**src/rtl/rv32_pkg.sv**
```systemverilog
// Shared RV32 fetch definitions: reset PC, the canonical NOP and the queue entry layout.
package rv32_pkg;
  localparam int XLEN = 32;
  localparam logic [XLEN-1:0] RESET_PC  = 32'h0000_0000;
  localparam logic [XLEN-1:0] NOP_INSTR = 32'h0000_0013;

  typedef struct packed {
    logic [XLEN-1:0] pc;
    logic [XLEN-1:0] instr;
  } fetch_entry_t;

  localparam int FETCH_ENTRY_W = $bits(fetch_entry_t);
endpackage

```
**src/rtl/fetch_queue.sv**
```systemverilog
// Small synchronous FIFO of fetched {pc, instr} entries with flush.
module fetch_queue
  import rv32_pkg::*;
#(
  parameter int DEPTH = 2
) (
  input  logic                     clk,
  input  logic                     rst,
  input  logic                     i_push,
  input  logic                     i_pop,
  input  logic                     i_flush,
  input  fetch_entry_t             i_data,
  output fetch_entry_t             o_head,
  output logic [$clog2(DEPTH):0]   o_count,
  output logic                     o_empty,
  output logic                     o_full
);
  localparam int AW = $clog2(DEPTH);
  localparam int CW = AW + 1;
  localparam logic [CW-1:0] DEPTH_C = CW'(DEPTH);

  fetch_entry_t    r_mem [DEPTH];
  logic [AW-1:0]   r_wr_ptr;
  logic [AW-1:0]   r_rd_ptr;
  logic [CW-1:0]   r_count;
  logic            w_push;
  logic            w_pop;

  assign o_empty = (r_count == '0);
  assign o_full  = (r_count == DEPTH_C);
  assign o_count = r_count;
  assign o_head  = r_mem[r_rd_ptr];

  // A push into a full queue is only legal alongside a pop; upstream credit keeps it so.
  assign w_pop  = i_pop && !o_empty;
  assign w_push = i_push && (!o_full || w_pop);

  always_ff @(posedge clk or posedge rst) begin
    if (rst) begin
      r_wr_ptr <= '0;
      r_rd_ptr <= '0;
      r_count  <= '0;
    end else if (i_flush) begin
      r_wr_ptr <= '0;
      r_rd_ptr <= '0;
      r_count  <= '0;
    end else begin
      if (w_push) r_wr_ptr <= r_wr_ptr + AW'(1);
      if (w_pop)  r_rd_ptr <= r_rd_ptr + AW'(1);
      case ({w_push, w_pop})
        2'b10:   r_count <= r_count + CW'(1);
        2'b01:   r_count <= r_count - CW'(1);
        default: r_count <= r_count;
      endcase
    end
  end

  always_ff @(posedge clk) begin
    if (w_push && !i_flush) r_mem[r_wr_ptr] <= i_data;
  end

  a_no_overflow: assert property (@(posedge clk) disable iff (rst)
    !(i_push && o_full && !i_pop && !i_flush));
endmodule

```
**src/rtl/fetch_unit.sv**
```systemverilog
// Instruction fetch: sequential PC generation, credit-limited imem requests,
// response queueing and redirect with discard of stale in-flight responses.
module fetch_unit
  import rv32_pkg::*;
#(
  parameter int          DEPTH     = 2,
  parameter logic [31:0] RESET_PC  = rv32_pkg::RESET_PC,
  parameter logic [31:0] NOP_INSTR = rv32_pkg::NOP_INSTR
) (
  input  logic        clk,
  input  logic        rst,
  input  logic        stall,
  input  logic        redirect_valid,
  input  logic [31:0] redirect_pc,
  output logic        imem_req_valid,
  input  logic        imem_req_ready,
  output logic [31:0] imem_req_addr,
  input  logic        imem_rsp_valid,
  input  logic [31:0] imem_rsp_data,
  output logic [31:0] pc,
  output logic [31:0] instruction,
  output logic        instr_valid
);
  localparam int CW = $clog2(DEPTH) + 1;
  localparam logic [CW-1:0] DEPTH_C = CW'(DEPTH);

  logic [31:0]   r_fetch_pc;
  logic [31:0]   r_rsp_pc;
  logic [CW-1:0] r_outstanding;
  logic [CW-1:0] r_drop_cnt;
  logic          r_started;

  fetch_entry_t  w_push_data;
  fetch_entry_t  w_head;
  logic [CW-1:0] w_q_count;
  logic          w_q_empty;
  logic          w_q_full_unused;
  logic [CW-1:0] w_used;
  logic [CW-1:0] w_out_next;
  logic          w_fire;
  logic          w_drop_now;
  logic          w_push;
  logic          w_pop;
  logic [31:0]   w_redirect_target;
  logic          w_unused_pc_lsb;

  // r_started keeps the request channel quiet for the first cycle out of reset.
  assign w_used         = r_outstanding + w_q_count;
  assign imem_req_valid = r_started && !redirect_valid && (w_used < DEPTH_C);
  assign imem_req_addr  = r_fetch_pc;
  assign w_fire         = imem_req_valid && imem_req_ready;

  assign w_drop_now  = imem_rsp_valid && (r_drop_cnt != '0);
  assign w_push      = imem_rsp_valid && !w_drop_now && !redirect_valid;
  assign w_pop       = !w_q_empty && !stall && !redirect_valid;
  assign w_out_next  = r_outstanding + CW'(w_fire) - CW'(imem_rsp_valid);
  assign w_push_data = '{pc: r_rsp_pc, instr: imem_rsp_data};

  assign w_redirect_target = {redirect_pc[31:2], 2'b00};
  assign w_unused_pc_lsb   = ^redirect_pc[1:0];

  fetch_queue #(.DEPTH(DEPTH)) u_queue (
    .clk     (clk),
    .rst     (rst),
    .i_push  (w_push),
    .i_pop   (w_pop),
    .i_flush (redirect_valid),
    .i_data  (w_push_data),
    .o_head  (w_head),
    .o_count (w_q_count),
    .o_empty (w_q_empty),
    .o_full  (w_q_full_unused)
  );

  always_ff @(posedge clk or posedge rst) begin
    if (rst) begin
      r_fetch_pc    <= RESET_PC;
      r_rsp_pc      <= RESET_PC;
      r_outstanding <= '0;
      r_drop_cnt    <= '0;
      r_started     <= 1'b0;
    end else begin
      r_started     <= 1'b1;
      r_outstanding <= w_out_next;
      if (redirect_valid) begin
        // Everything still in flight after this edge belongs to the old path.
        r_fetch_pc <= w_redirect_target;
        r_rsp_pc   <= w_redirect_target;
        r_drop_cnt <= w_out_next;
      end else begin
        if (w_fire)     r_fetch_pc <= r_fetch_pc + 32'd4;
        if (w_push)     r_rsp_pc   <= r_rsp_pc + 32'd4;
        if (w_drop_now) r_drop_cnt <= r_drop_cnt - CW'(1);
      end
    end
  end

  assign instr_valid = !w_q_empty;
  assign pc          = w_q_empty ? r_rsp_pc  : w_head.pc;
  assign instruction = w_q_empty ? NOP_INSTR : w_head.instr;
endmodule
```
**config.mk**
```make
export PLATFORM = sky130hd
export DESIGN_NAME = fetch_unit
export DESIGN_NICKNAME = d
export VERILOG_FILES = /design/src/rtl/rv32_pkg.sv /design/src/rtl/fetch_queue.sv /design/src/rtl/fetch_unit.sv
export SDC_FILE = /design/constraint.sdc
export NUM_CORES = 1
export LEC_CHECK = 0
export ABC_AREA = 0
export ABC_CLOCK_PERIOD_IN_PS = 6700
export BUFFER_PORTS_ARGS = -buffer_cell sky130_fd_sc_hd__buf_2
export CAP_MARGIN = 10
export CORE_ASPECT_RATIO = 1.75
export CORE_MARGIN = 5
export CORE_UTILIZATION = 30
export DETAILED_ROUTE_END_ITERATION = 10
export HOLD_SLACK_MARGIN = 0.02
export PLACE_DENSITY = 0.53
export RECOVER_POWER = 50
export SYNTH_ARGS = -nofsm -noshare
export SYNTH_HDL_FRONTEND = slang
export SYNTH_HIERARCHICAL = 1
export SYNTH_SLANG_ARGS = --single-unit
```
**constraint.sdc**
```tcl
create_clock -name clk -period 6.7 [get_ports clk]
set_clock_uncertainty 0.1 [all_clocks]
set_input_delay 0 -clock clk [delete_from_list [all_inputs] [get_ports clk]]
set_output_delay 0 -clock clk [all_outputs]
set_load 0.05 [all_outputs]
```
# [After elaboration in Yosys (flattened, before gate mapping)]
# Memory sizes are Yosys's and may differ from the RTL's.
# Index checks and enable logic that the tools add are counted.
[word_totals] mem_bits_rw=128 n_memories=1 out_inout_bits=98 in_bits=70 word_cells=64 regBits=73
[memory_table] memory="u_queue.r_mem" depth=2 width=64 rd=1 rd_ports_with_merged_regs=0 wr=1 line_no="fetch_queue.sv:22" source="fetch_entry_t r_mem [DEPTH];"
[op_classes] n_eq_ne=3 order_cmp=1 reduce_logical=25 muxes=16 addsub=10
[op_table] cell="$mux W32" n=6
[op_table] cell="$add A32 B3 Y32 const B" n=2
[op_table] cell="$reduce_bool A2 Y1" n=6
[op_table] cell="$logic_and A1 B1 Y1" n=11
[op_table] cell="$mux W1" n=6
[op_table] cell="$mux W2" n=3
[op_table] cell="$logic_not A1 Y1" n=5
[op_table] cell="$eq A2 B2 Y1 const B" n=2
[op_table] cell="$pmux W2 S2" n=1
[op_table] cell="$sub A2 B1 Y2 const B" n=2
[op_table] cell="$reduce_bool A3 Y1" n=1
[op_table] cell="$add A1 B1 Y1 const B" n=2
[op_table] cell="$add A2 B1 Y2" n=1
[op_table] cell="$add A2 B1 Y2 const B" n=1
[op_table] cell="$add A2 B2 Y2" n=1
[op_table] cell="$eq A2 B1 Y1 const B" n=1
[op_table] cell="$logic_not A2 Y1" n=1
[op_table] cell="$lt A2 B2 Y1 const B" n=1
[op_table] cell="$sub A2 B1 Y2" n=1
[op_table] cell="$logic_or A1 B1 Y1" n=1

# [Longest topological paths before layout]
# Gate-level depths: netlist of the first run.
[logic_depth] ltp_word=10 ltp_mapped=12 depth_no_buf=11

# [Cells and area by module]
# Netlist of the first run, hierarchy kept.
[by_module_without_submodules] module="fetch_queue" seq_area_each_um2=3943.8 instances=1 area_per_inst_um2=4859.7 cells_per_inst=229
[by_module_without_submodules] module="fetch_unit" seq_area_each_um2=1626.6 instances=1 area_per_inst_um2=4842.1 cells_per_inst=563

# [Least setup slack after synthesis of the first run]
# OpenSTA, ideal clock, no wires.
[synth_path] kind="reg-to-reg" startpoint="register u_queue.r_count[0] (netlist: u_queue/o_count[0])" endpoint="memory u_queue/r_mem[0][0] in the netlist's numbering (enable)" synth_period_minus_slack_ps=6627 t_arrival_ps=5962 setup_ps=565 stages_incl_launch_ff=8 required_ps=6035 setup_slack_ps=73 path_buffers=2 path_cell_list="dfrtp_1 nor2_1 clkbuf_1 clkbuf_1 nor3_1 or3b_1 nand2_1 nor3_1"
[synth_between] elab_chain_len=10 word_cells_on_any_way=12 cone_classes="1 x eq/ne; 2 x mux; 9 x reduce/logical"
[synth_rtl] element="start, declared" line_no="fetch_queue.sv:25" source="logic [CW-1:0] r_count;"
[synth_rtl] element="start signal, assigned" line_no="fetch_queue.sv:51" source="2'b10: r_count <= r_count + CW'(1);"
[synth_rtl] element="start signal, assigned" line_no="fetch_queue.sv:52" source="2'b01: r_count <= r_count - CW'(1);"
[synth_rtl] element="start signal, assigned" line_no="fetch_queue.sv:53" source="default: r_count <= r_count;"
[synth_rtl] element="$logic_not A2 Y1" line_no="fetch_queue.sv:29" source="assign o_empty = (r_count == '0);"
[synth_rtl] element="named net w_q_empty" line_no="fetch_unit.sv:36" source="logic w_q_empty;"
[synth_rtl] element="$logic_not A1 Y1" line_no="fetch_unit.sv:55" source="assign w_pop = !w_q_empty && !stall && !redirect_valid;"
[synth_rtl] element="$logic_and A1 B1 Y1 (2 in a row)" line_no="fetch_unit.sv:55"
[synth_rtl] element="named net w_pop" line_no="fetch_unit.sv:43" source="logic w_pop;"
[synth_rtl] element="$logic_and A1 B1 Y1" line_no="fetch_queue.sv:35" source="assign w_pop = i_pop && !o_empty;"
[synth_rtl] element="$logic_or A1 B1 Y1" line_no="fetch_queue.sv:36" source="assign w_push = i_push && (!o_full || w_pop);"
[synth_rtl] element="$logic_and A1 B1 Y1" line_no="fetch_queue.sv:36"
[synth_rtl] element="$logic_and A1 B1 Y1" line_no="fetch_queue.sv:59" source="if (w_push && !i_flush) r_mem[r_wr_ptr] <= i_data;"
[synth_rtl] element="$mux W1" line_no="fetch_queue.sv:59"
[synth_rtl] element="$mux W1 (not written as such)" line_no="fetch_queue.sv:59"
[synth_rtl] element="end, declared" line_no="fetch_queue.sv:22"
# The timed path passes the listed nets, and every way through them passes these cells.

# [Worst setup path after layout of the first run]
[layout_path] startpoint="register u_queue.r_count[0] (netlist: u_queue/o_count[0])" endpoint="memory u_queue/r_mem[1][15] in the netlist's numbering (enable)"
# Same word-level chain as after synthesis.

==> results of run 1 <==
-- area by class of cell --
type                    instances  area (µm²)  area share [%]
clock inverters                11         113           0.938
multi-input cells             528        3820            31.9
repair buffers                241        1500            12.5
inverters                      18        67.6           0.563
clock buffers                  19         433            3.61
well taps                     400         500            4.17
flip-flops and latches        197        5570            46.4
-- worst register-to-register path: cells and delay by family, from the launching register on --
family / cells / cell delay, ns
buf+inv: 2 / 0.95
simple gates: 4 / 1.62
flops: 1 / 0.53
-- worst min-delay path by stage --
stage,slack (ns),cells past startpoint,from,endpoint
3_3_place_gp,-0.12,2,rst,u_queue/o_count[0]
4_1_cts,0.07,5,imem_req_ready,imem_req_addr[3]
5_1_grt,0.10,5,imem_req_ready,imem_req_addr[3]
2_1_floorplan,-0.33,1,rst,u_queue/o_count[0]
3_5_place_dp,-0.13,2,rst,u_queue/o_count[0]
6_report,0.10,5,imem_req_ready,imem_req_addr[3]
-- through the flow --
| step | setup slack, ns | utilization (%) |
|---|---|---|
| floorplan | 0.0938 | - |
| global placement | 3.05 | 33.8 |
| detailed placement | 3.00 | 33.8 |
| CTS | 2.97 | 37.6 |
| global route | 2.64 | 37.4 |
| finish | 3.10 | 37.4 |
-- power by group through the flow --
stage               Sequential, mW  Clock, mW  Combinational (mW)
floorplan                     1.54          0               0.551
global placement              1.51          0               0.823
detailed placement            1.51          0               0.828
CTS                           1.49       1.03               0.863
global route                  1.50       1.07               0.899
finish                        1.49      0.985               0.841
-- flip-flops by register name (all words and copies together) (netlist names) --
| name | cells |
|---|---|
| imem_req_addr | 30 |
| u_queue/r_mem | 128 |
| u_queue/r_rd_ptr | 1 |
| u_queue/o_count | 2 |
| r_started | 1 |
| u_queue/r_wr_ptr | 1 |
| r_drop_cnt | 2 |
| r_rsp_pc | 30 |
| r_outstanding | 2 |
-- what timing repair did --
item,in CTS,in global routing
hold buffers,68,0
setup endpoints to repair,0,0
hold endpoints to repair,158,0
resized for setup,0,0
-- cells in the final DEF, fill, tap and decap left out, drive strengths merged, types with 16 or more instances in the layout --
master	instances
mux2	94
nor2	48
inv	18
clkbuf	78
or4	21
dfrtp	69
a21oi	19
nor3	18
buf	114
nor4	21
o31ai	16
a211oi	19
nor2b	39
dlygate4sd3	68
a311oi	16
nand2	29
a31oi	19
nand3	27
edfxtp	128
nand4	25
-- metal layers --
metal	global-route usage [%]	vias to the layer above	part of all wire (%)
met2	28.0	198	54
li1	-	3479	-
met1	17.0	3658	39
met5	0	-	0
met4	6.57	0	3.2
met3	3.09	37	4.0
==> summary.md, run 1 <==
| Metric | Value |
|---|---|
| Flop pwr share | 44.9% |
| TritonCTS clock tree | done |
| Clock power share | 29.7% |
| # fillers | 3158 |
| Slowest cell delay on critical path | 0.75 ns |
| CP Launch Point | u_queue/o_count[0] |
| Core Region | 32100 µm² |
| DRC viols | 0 |
| Failing checks | capacitance limit, slew limit |
| Switching Fraction | 34.3% |
| Sw power | 1.14 mW |
| Clk Latency, worst-skew pair | 0.45 ns |
| Crit-path slowest cell | and4b_2 |
| CTS Buf Count | 17 |
| Crit path to | u_queue/r_mem[1][15] |
| Synthesized area | 9700 µm² |
| Clock buffer depth | 2 |
| Most frequent CP cell | buf_4 |
| Num rows | 87 |
| DR iter-0 viols | 392 |
| Nets | 1078 |
| Worst slew margin | -55.2% |
| Grt total ovfl | 0 |
| Post-Layout Cell Count | 1414 |
| Mapped Cells | 791 |
| Maximum fanout along the worst path | 66 |
| Logic pwr share | 25.4% |
| Clk slew on worst S/H paths | 0.07 ns |
| Syn_area_per_cell | 12.3 µm² |
| Area Overhead vs Synth | 23.8% |
| CP endpoint kind | register |
| Minimum clock period | 3.60 ns |
| Tcrit/Tclk final | 53.8% |
| Clock sinks | 197 |
| Crit path depth | 6 |
| WHS | 0.101 ns |
| Fmax achieved | 278 MHz |
| ANT nets after route | 0 |
| RR Startpoint | u_queue/o_count[0] |
| Chip width | 146 µm |
| Type of the worst setup path | register to register |
| Worst r2r dst | u_queue/r_mem[1][15] |
| Maximum vdd drop | 205 µV |
| First-pass GRT wire length | 42.9 mm |
| Slew @ Worst Pin | 2.33 ns |
| Initial antenna violation count | 0 |
| Reg2reg path depth | 6 |
| Vias in the first global route | 7443 |
| Initial DRT Pass Iterations | 4 |
| Final Power | 3.32 mW |
| RePlAce Congestion | 0.825 |
| Synth warn | 6 |
| IO Pins | 168 |
| WP data arrival | 3.58 ns |
| PortBufs | 163 |
| RSZ-0062 raised after global routing | no |
| Leak | 4.21 nW |
| Total GRT Usage | 15.2% |
| Status | complete, but fails checks |
| Setup repair bufs after CTS | 0 |
| Fraction of layout cells with a size suffix above 1 | 24.9% |
| Vias per cell | 5.21 |
| Placed inst area | 10900 µm² |
| CP cell instances | nor2_4 -> buf_4 -> nor3_1 -> or3b_1 -> and4b_2 -> buf_4 |
| Initial Util | 30.2% |
| P per Cell Area | 276 nW/µm² |
| HPWL Detailed | 18.7 mm |
| Root Buffer | clkbuf_16 |
| Pin count of the biggest net entering global routing | 75 |
| Die area | 36200 µm² |
| DR vias | 7372 |
| Delay-heaviest family, CP | simple AND/OR/NAND/NOR gates |
| Fin. Hold Viols | 0 |
| Internal cell power | 2.18 mW |
| N_diodes | 0 |
| Startpoint Class | register |
| Worst EP required | 6.68 ns |
| WL per Instance | 19.5 µm |
| Hold Path Class | input pin to register |
| Max-Cap Viols | 1 |
| Final setup TNS | 0 ns |
| H-tree Lvls | 4 |
| Post-route cell area | 12000 µm² |
| R2R setup slack | 3.10 ns |
| Final Setup Violations | 0 |
| CP bufs+invs | 2 |
| Die H | 248 µm |
| Slew Limit Fails | 38 |
| Drt total wl | 27.5 mm |
| Post-Place Cells | 1316 |
No activity file was read; power rests on OpenSTA's default activity.
==> run 2, diff against run 1 <==
--- a/config.mk
+++ b/config.mk
@@ -6,7 +6,7 @@
 export NUM_CORES = 1
 export LEC_CHECK = 0
 export ABC_AREA = 0
-export ABC_CLOCK_PERIOD_IN_PS = 6700
+export ABC_CLOCK_PERIOD_IN_PS = 3710
 export BUFFER_PORTS_ARGS = -buffer_cell sky130_fd_sc_hd__buf_2
 export CAP_MARGIN = 10
 export CORE_ASPECT_RATIO = 1.75
@@ -14,7 +14,7 @@
 export CORE_UTILIZATION = 30
 export DETAILED_ROUTE_END_ITERATION = 10
 export HOLD_SLACK_MARGIN = 0.02
-export PLACE_DENSITY = 0.53
+export PLACE_DENSITY = 0.51
 export RECOVER_POWER = 50
 export SYNTH_ARGS = -nofsm -noshare
 export SYNTH_HDL_FRONTEND = slang
==> constraint.sdc (replaced) <==
create_clock -name clk -period 3.71 [get_ports clk]
set_clock_uncertainty 0.1 [all_clocks]
set_input_delay 0 -clock clk [delete_from_list [all_inputs] [get_ports clk]]
set_output_delay 0 -clock clk [all_outputs]
set_load 0.05 [all_outputs]
==> run 2 against run 1 <==
  * The flow now finishes without violations
  * Register-to-register slack got worse by 2.0 ns
  * Critical path type is now input pin to register
  * Critical endpoint is now r_rsp_pc[15]
  * Cell area increased by 0.85%
  * Global-route usage decreased by 0.088 points
  * Utilization increased by 0.32 points
==> summary.md, run 2 (synthesized netlist as in run 1, its figures left out) <==
| Metric | Value |
|---|---|
| Status | completed |
| Clock sinks | 197 |
| Commonest non-fill, non-tap cell in the layout | edfxtp_1 |
| DR iter-0 viols | 314 |
| Clk slew on worst S/H paths | 0.08 ns |
| Maximum vdd drop | 357 µV |
| Post-route cell area | 12100 µm² |
| H-tree Lvls | 4 |
| Initial Util | 30.2% |
| Number of flip-flops in the largest register | 128 |
| Num rows | 87 |
| Final setup TNS | 0 ns |
| Hold depth | 5 |
| Worst EP required | 3.93 ns |
| Fmax achieved | 335 MHz |
| Min-delay src | imem_req_ready |
| Tcrit/Tclk final | 80.5% |
| Vias per cell | 5.17 |
| Nets | 1083 |
| Clk Latency, worst-skew pair | 0.45 ns |
| Placed inst area | 10900 µm² |
| PortBufs | 163 |
| Leak | 4.26 nW |
| Fin. Hold Viols | 0 |
| Slew @ Worst Pin | 1.26 ns |
| Max-Cap Viols | 0 |
| HPWL Detailed | 18.9 mm |
| CTS Buf Count | 17 |
| Clock buffer depth | 2 |
| CP endpoint kind | register |
| WP data arrival | 3.21 ns |
| Startpoint Class | input pin |
| Fraction of layout cells with a size suffix above 1 | 25.8% |
| Worst r2r dst | u_queue/r_mem[0][16] |
| Hold Path Class | input pin to register |
| RSZ-0062 raised after global routing | no |
| Hold worst-path end | imem_req_addr[17] |
| P per Cell Area | 498 nW/µm² |
| Grt total ovfl | 0 |
| Total GRT Usage | 15.1% |
| Chip width | 146 µm |
| Final Setup Violations | 0 |
| First-pass GRT wire length | 42.6 mm |
| Vias in the first global route | 7331 |
| ANT nets after route | 0 |
| Initial DRT Pass Iterations | 5 |
| Type of the worst setup path | input pin to register |
| Worst slew margin | 16.0% |
| Minimum clock period | 2.99 ns |
| Setup repair bufs after CTS | 0 |
| Die area | 36200 µm² |
| Pin count of the biggest net entering global routing | 66 |
| R2R setup slack | 1.06 ns |
| Reg2reg path depth | 7 |
| RePlAce Congestion | 0.813 |
| Slew Limit Fails | 0 |
| WL per Instance | 19.2 µm |
| Final core occ | 37.7% |
| IO Pins | 168 |
| Most frequent cells in the layout | edfxtp_1, buf_2, mux2_2, dfrtp_1, dlygate4sd3_1 |
| Initial antenna violation count | 0 |
| Drt total wl | 27.3 mm |
| RR Startpoint | r_drop_cnt[0] |
| DR vias | 7344 |
| DRC viols | 0 |
| Biggest register | u_queue/r_mem |
| N_diodes | 0 |
| Maximum fanout along the worst path | 30 |
| Core Region | 32100 µm² |
| Root Buffer | clkbuf_16 |
| TritonCTS clock tree | done |
| Die H | 248 µm |
| Area Overhead vs Synth | 24.8% |
-- run 2: cell type report --
class	instances	area, µm²
Timing Repair Buffer	246	1570
Fill cell	3141	20000
Inverter	18	67.6
Multi-Input combinational cell	528	3830
Tap cell	400	500
Clock inverter	9	65.1
Sequential cell	197	5570
Clock buffer	23	502
-- run 2: power by group --
part | internal (mW) | switching (mW) | total (mW)
clock network | 0.964 | 0.850 | 1.81
logic | 0.467 | 1.06 | 1.53
registers | 2.51 | 0.178 | 2.68
-- run 2: metrics by stage --
stage	hold WS, ns	cells	power [mW]	setup slack (ns)
after CTS	0.0478	1421	6.14	1.06
after global routing	0.0879	1421	6.31	0.464
final	0.0935	1421	6.02	0.724
after global placement	-0.172	1322	4.23	1.12
after detailed placement	-0.164	1322	4.23	1.11
after floorplan	-0.334	796	3.78	0.0293
-- run 2: worst max-delay path by stage --
stage                             from                   to  slack, ns
global route            redirect_valid         r_rsp_pc[15]       0.46
global placement      imem_req_addr[2]    imem_req_addr[30]       1.12
CTS                   u_queue/r_rd_ptr               pc[13]       1.06
finish                  redirect_valid         r_rsp_pc[15]       0.72
detailed placement    imem_req_addr[2]    imem_req_addr[30]       1.11
floorplan           u_queue/o_count[0]  u_queue/r_mem[0][0]       0.03
-- run 2: critical path: stages --
cell and delay (ns):
dlygate4sd3_1 0.54, buf_2 0.23, buf_4 0.24, inv_1 0.68, buf_4 0.47, clkbuf_1 0.68
and4_1 0.30, nor3_1 0.05
-- run 2: repair_timing --
action / CTS / global route
hold endpoints to repair: 159 / 0
hold buffers: 67 / 0
gates resized for setup: 0 / 0
-- run 2: metal layers --
layer / vias to the layer above / share of wire [%] / GRT usage [%]
met5: - / 0 / 0
met4: 0 / 2.0 / 5.54
met3: 29 / 3.6 / 2.36
met2: 199 / 56 / 29.0
met1: 3615 / 38 / 16.8
li1: 3501 / - / -
